<file path="src/rtl/dmem_arbiter.sv">
// dmem_arbiter: MEM-stage data-memory access controller.
// Shares one single-port data memory between the CPU (EX/MEM register) and a
// DMA/peripheral requester, runs one access at a time and holds the pipeline
// until the CPU access has completed.
//
// Optional build macro: DMA_FAIR_EN
//   defined   - a starvation counter forces a DMA grant after FAIR_LIMIT
//               consecutive CPU grants taken while DMA was waiting.
//   undefined - strict CPU priority; DMA only wins an idle cycle without cpu_req.
//
// Handshakes:
//   memory : mem_req/mem_we/mem_addr/mem_wdata are registered and held stable
//            until a single-cycle mem_ready; mem_rdata is valid with mem_ready.
//   dma    : dma_req and its payload are held until the one-cycle dma_ack;
//            dma_rdata is valid in the dma_ack cycle.
//   cpu    : cpu_rd/cpu_wr and payload are held while cpu_stall=1; cpu_rdata is
//            valid in the cycle cpu_stall falls.
module dmem_arbiter #(
  parameter int AW         = 32,
  parameter int DW         = 32,
  parameter int FAIR_LIMIT = 4
) (
  input  logic          clk,
  input  logic          reset,
  input  logic          cpu_rd,
  input  logic          cpu_wr,
  input  logic [AW-1:0] cpu_addr,
  input  logic [DW-1:0] cpu_wdata,
  output logic [DW-1:0] cpu_rdata,
  output logic          cpu_stall,
  input  logic          dma_req,
  input  logic          dma_we,
  input  logic [AW-1:0] dma_addr,
  input  logic [DW-1:0] dma_wdata,
  output logic          dma_ack,
  output logic [DW-1:0] dma_rdata,
  output logic          mem_req,
  output logic          mem_we,
  output logic [AW-1:0] mem_addr,
  output logic [DW-1:0] mem_wdata,
  input  logic [DW-1:0] mem_rdata,
  input  logic          mem_ready,
  output logic [1:0]    dbg_state
);

  typedef enum logic [1:0] {
    IDLE    = 2'd0,
    CPU_ACC = 2'd1,
    DMA_ACC = 2'd2
  } state_t;

  state_t state;

  logic cpu_req;
  logic cpu_done;
  logic dma_done;
  logic fair_force;
  logic grant_dma;
  logic grant_cpu;

  if (FAIR_LIMIT < 1) begin : g_bad_limit
    $error("dmem_arbiter: FAIR_LIMIT must be at least 1");
  end

  // Completion is recognised only in the owning access state, so a stray
  // mem_ready while idle has no effect at all.
  assign cpu_req   = cpu_rd | cpu_wr;
  assign cpu_done  = (state == CPU_ACC) & mem_ready;
  assign dma_done  = (state == DMA_ACC) & mem_ready;

  // Stall drops in the ready cycle itself so the EX/MEM register can advance
  // on the same edge that returns the FSM to IDLE.
  assign cpu_stall = cpu_req & ~cpu_done;
  assign cpu_rdata = mem_rdata;
  assign dma_ack   = dma_done;
  assign dma_rdata = mem_rdata;
  assign dbg_state = state;

`ifdef DMA_FAIR_EN
  localparam int CW = $clog2(FAIR_LIMIT + 1);

  logic [CW-1:0] starve_cnt;

  assign fair_force = (starve_cnt == CW'(FAIR_LIMIT));

  // Count CPU grants taken while DMA is waiting; any DMA grant or an idle
  // dma_req clears it, and it stops at FAIR_LIMIT.
  always_ff @(posedge clk or negedge reset) begin
    if (!reset) begin
      starve_cnt <= '0;
    end else if (!dma_req || grant_dma) begin
      starve_cnt <= '0;
    end else if (grant_cpu && (starve_cnt != CW'(FAIR_LIMIT))) begin
      starve_cnt <= starve_cnt + CW'(1);
    end
  end
`else
  assign fair_force = 1'b0;
`endif

  // Grant decisions are only taken in IDLE; the CPU wins ties unless DMA has
  // been starved long enough to force its turn.
  assign grant_dma = (state == IDLE) & dma_req & (~cpu_req | fair_force);
  assign grant_cpu = (state == IDLE) & cpu_req & ~grant_dma;

  // Access sequencer: latch the winner into the memory registers, then hold
  // them until mem_ready and drop back to IDLE for one bubble cycle.
  always_ff @(posedge clk or negedge reset) begin
    if (!reset) begin
      state     <= IDLE;
      mem_req   <= 1'b0;
      mem_we    <= 1'b0;
      mem_addr  <= '0;
      mem_wdata <= '0;
    end else begin
      case (state)
        IDLE: begin
          if (grant_dma) begin
            mem_req   <= 1'b1;
            mem_we    <= dma_we;
            mem_addr  <= dma_addr;
            mem_wdata <= dma_wdata;
            state     <= DMA_ACC;
          end else if (grant_cpu) begin
            mem_req   <= 1'b1;
            mem_we    <= cpu_wr;
            mem_addr  <= cpu_addr;
            mem_wdata <= cpu_wdata;
            state     <= CPU_ACC;
          end
        end
        CPU_ACC, DMA_ACC: begin
          if (mem_ready) begin
            mem_req <= 1'b0;
            state   <= IDLE;
          end
        end
        default: begin
          mem_req <= 1'b0;
          state   <= IDLE;
        end
      endcase
    end
  end

  // Memory-side request fields must stay frozen while an access waits.
  a_mem_hold: assert property (@(posedge clk) disable iff (!reset)
    (mem_req && !mem_ready) |=> (mem_req && $stable(mem_addr) && $stable(mem_we) && $stable(mem_wdata)));

  // Only one requester can complete in a given cycle.
  a_one_done: assert property (@(posedge clk) disable iff (!reset)
    !(cpu_done && dma_done));

endmodule

</file>
<file path="config.mk">
export PLATFORM = sky130hd
export DESIGN_NAME = dmem_arbiter
export DESIGN_NICKNAME = d
export VERILOG_FILES = /design/src/rtl/dmem_arbiter.sv
export SDC_FILE = /design/constraint.sdc
export NUM_CORES = 1
export LEC_CHECK = 0
export BUFFER_PORTS_ARGS = -buffer_cell sky130_fd_sc_hd__buf_2
export CAP_MARGIN = 20
export CELL_PAD_IN_SITES_DETAIL_PLACEMENT = 0
export CELL_PAD_IN_SITES_GLOBAL_PLACEMENT = 1
export CORE_ASPECT_RATIO = 0.7
export CORE_UTILIZATION = 28
export CTS_BUF_LIST = sky130_fd_sc_hd__clkbuf_2 sky130_fd_sc_hd__clkbuf_4 sky130_fd_sc_hd__clkbuf_8
export CTS_CLUSTER_SIZE = 28
export DETAILED_ROUTE_END_ITERATION = 8
export MAX_ROUTING_LAYER = met4
export PLACE_DENSITY = 0.81
export SYNTH_ARGS = -nofsm -noshare
export SYNTH_HDL_FRONTEND = slang
export SYNTH_SLANG_ARGS = --single-unit
</file>
<file path="constraint.sdc">
create_clock -name clk -period 2.2 [get_ports clk]
set_clock_uncertainty 0.05 [all_clocks]
set_input_delay 0.11 -clock clk [delete_from_list [all_inputs] [get_ports clk]]
set_output_delay 0.11 -clock clk [all_outputs]
set_load 0.05 [all_outputs]
</file>
==> results.cfg <==
[outcome]
outcome = complete, no violations

[synth]
synthXorXnorAreaFrac_pct = 0
synth_area_um2 = 3740
avgSynthCellArea_um2 = 9.94
synthMuxAreaShare_pct = 0
yosys_warnings = 0
synthDistinctLibCells = 25
ys_seq_area_share_pct = 45.5
synthAdderAreaFrac_pct = 1.34
netlist_instances = 376
synth_top_family_by_area = compound AO/OA/AOI/OAI gates
syn_nets = 547
synth_compound_area_share_pct = 27.6
ys_ff_latch = 68
synthSimpleGateAreaFrac_pct = 1.61

[placement]
place_congestion = 0.822
pre_cts_ws_ns = 0.0702
hpwlAfterDp_um = 7270
io_buffers = 204

[cells_and_area]
mostFrequentLayoutCells = buf_2, dlygate4sd3_1, inv_1
fin_nets = 781
multiInputGateArea_um2 = 1170
regArea_um2 = 1700
drive_gt1_share_pct = 46.7
final_common_cell = buf_2
fill_cells = 1166
insertedDiodeCount = 0
syn2layout_area_growth_pct = 50.3

[timing]
fmax_mhz = 500
hold_viol_final = 0
rsz0062_at_grt = false
period_minus_slack_ns = 2.00
relSlewSlack_pct = 40.5
setup_viol = 0
holdWs_ns = 0.0298
worst_pin_slew_ns = 0.892
post-route-period-util_pct = 90.8
maxSlewViolCount = 0
setup_ws_ns = 0.202
fin_setup_tns_ns = 0

[cts]
h-tree-depth = 3
cts-buffers-inserted = 9
cts-root-buf = clkbuf_8
cts_sinks = 68
clk_latency_ns = 0.33
cts_tree = built
post_cts_buffers = 0
cts_buffer_depth = 2
path_clk_slew_ns = 0.07

[global_routing]
use_met3_pct = 6.27
top_usage_layer = met2
grt_antenna_before_repair = 0
grtUsageTotal_pct = 18.5
grtUsageMet1_pct = 18.7
grt_pass1_vias = 3951
use_met2_pct = 33.0
grt_max_degree = 69
grt_pass1_wl_um = 19100
gr-total-overflow = 0

[floorplan]
dieArea_um2 = 13800
die_w_um = 140
core_um2 = 12700
start_util_pct = 29.4
num_rows = 34
ioPinCount = 301
die-height_um = 98.7

[critical_path]
ff2ff_path_depth = 6
required_ns = 2.36
reg2reg_to = mem_wdata[24]$_DFFE_PN0P_
critPathKind = flip-flop to flip-flop
start_kind = flip-flop
reg2reg_slack_ns = 0.20
worstReg2RegStart = dbg_state[1]$_DFFE_PN0P_
worstSetupEndpointType = flip-flop
arrival_ns = 2.16
crit_fanout = 48

[drt]
drt-initial-drc-count = 111
viasPerCell = 4.60
drtAntennaViolNets = 0
wl_per_cell_um = 15.4
num_vias = 3564
routed_wirelength_um = 11900
drt_pass1_iterations = 4
drc = 0

[power]
p_total_uw = 8360
ir_worst_vdd_v = 0.000724
p_leak_uw = 0.00283
power.density_nw_per_um2 = 1490

[worst_hold_path]
min_path_type = input pin to flip-flop
hold_start = cpu_wdata[18]
whs_path_depth = 3
hold_end = mem_wdata[18]$_DFFE_PN0P_

[job]
maxCapViolations = 0
[layer usage]
layer,vias up,routed length (um)
met5,-,0
met4,0,219
met3,23,839
met2,189,6000
met1,1674,4850
li1,1678,-
[worst max path at each step]
stage                                        start                        end  slack (ns)  cells after the start
after global routing      dbg_state[1]$_DFFE_PN0P_  mem_wdata[24]$_DFFE_PN0P_        0.02                      6
after global placement    dbg_state[0]$_DFFE_PN0P_  mem_wdata[24]$_DFFE_PN0P_        0.13                      6
after CTS                 dbg_state[1]$_DFFE_PN0P_  mem_wdata[24]$_DFFE_PN0P_        0.05                      6
after floorplan           dbg_state[0]$_DFFE_PN0P_   mem_addr[11]$_DFFE_PN0P_        0.23                      8
after detailed placement  dbg_state[1]$_DFFE_PN0P_  mem_wdata[24]$_DFFE_PN0P_        0.07                      6
final                     dbg_state[1]$_DFFE_PN0P_  mem_wdata[24]$_DFFE_PN0P_        0.20                      6
[worst max-delay path, stage by stage, from the launching register on]
cell	delay, ns
dfrtp_1	0.43
inv_1	0.12
ha_1	0.40
nand4bb_4	0.16
buf_4	0.33
o22ai_1	0.32
a21oi_2	0.05
[metrics by stage]
stage          std cells  area [um2]  util (%)
2_1_floorplan        376        3740         -
3_3_place_gp         661        4400      34.6
3_5_place_dp         661        4400      34.6
4_1_cts              772        5580      43.9
5_1_grt              775        5620      44.2
6_report             775        5620      44.2
[what timing repair did]
item                                    CTS  global route
endpoints found under the setup margin    0            65
hold endpoints to repair                123             3
hold buffers                             97             3
gates resized for setup                   0             1
[synth_stat cells, drive strengths merged]
cell type  instances  share of area, %
buf               84                17
inv               69               6.9
dfrtp             68                46
a21oi             67                15
o22ai             64                11
ha                 4               1.3
and2               2              0.33
clkbuf             2              0.20
nand2              2              0.20
nand3              2              0.27
o211ai             2              0.54
a211o              1              0.23
a22o               1              0.23
nand4bb            1              0.30
nor2               1              0.10
nor2b              1              0.17
o21ai              1              0.13
o221ai             1              0.23
o22a               1              0.23
o2bb2ai            1              0.23
or3b               1              0.23
[final cells by class]
cell class / count / share of cell area (%)
multi-input combinational: 153 / 20.8
sequential: 68 / 30.3
timing repair buffer: 309 / 37.0
tap: 162 / 3.61
clock inverter: 1 / 0.535
clock buffer: 13 / 3.18
inverter: 69 / 4.61
[where the power goes]
group | internal, uW | switching (uW) | total (uW)
sequential | 1850 | 323 | 2180
combinational | 1400 | 3690 | 5090
clock | 636 | 461 | 1100
[flip-flops by register name, indices dropped and copies added, names as in the netlist]
register	flops
mem_addr	32
mem_wdata	32
dbg_state	2
mem_req	1
mem_we	1
[logic make-up (layout without fill, tap and decap cells)]
group,after synthesis,count (layout)
AOI/OAI and AO/OA,139,139
adders and majority gates,4,4
buffers and inverters,155,392
DFF,68,68
and+or+nand+nor,10,10
Power figures use the tool's default switching activity.
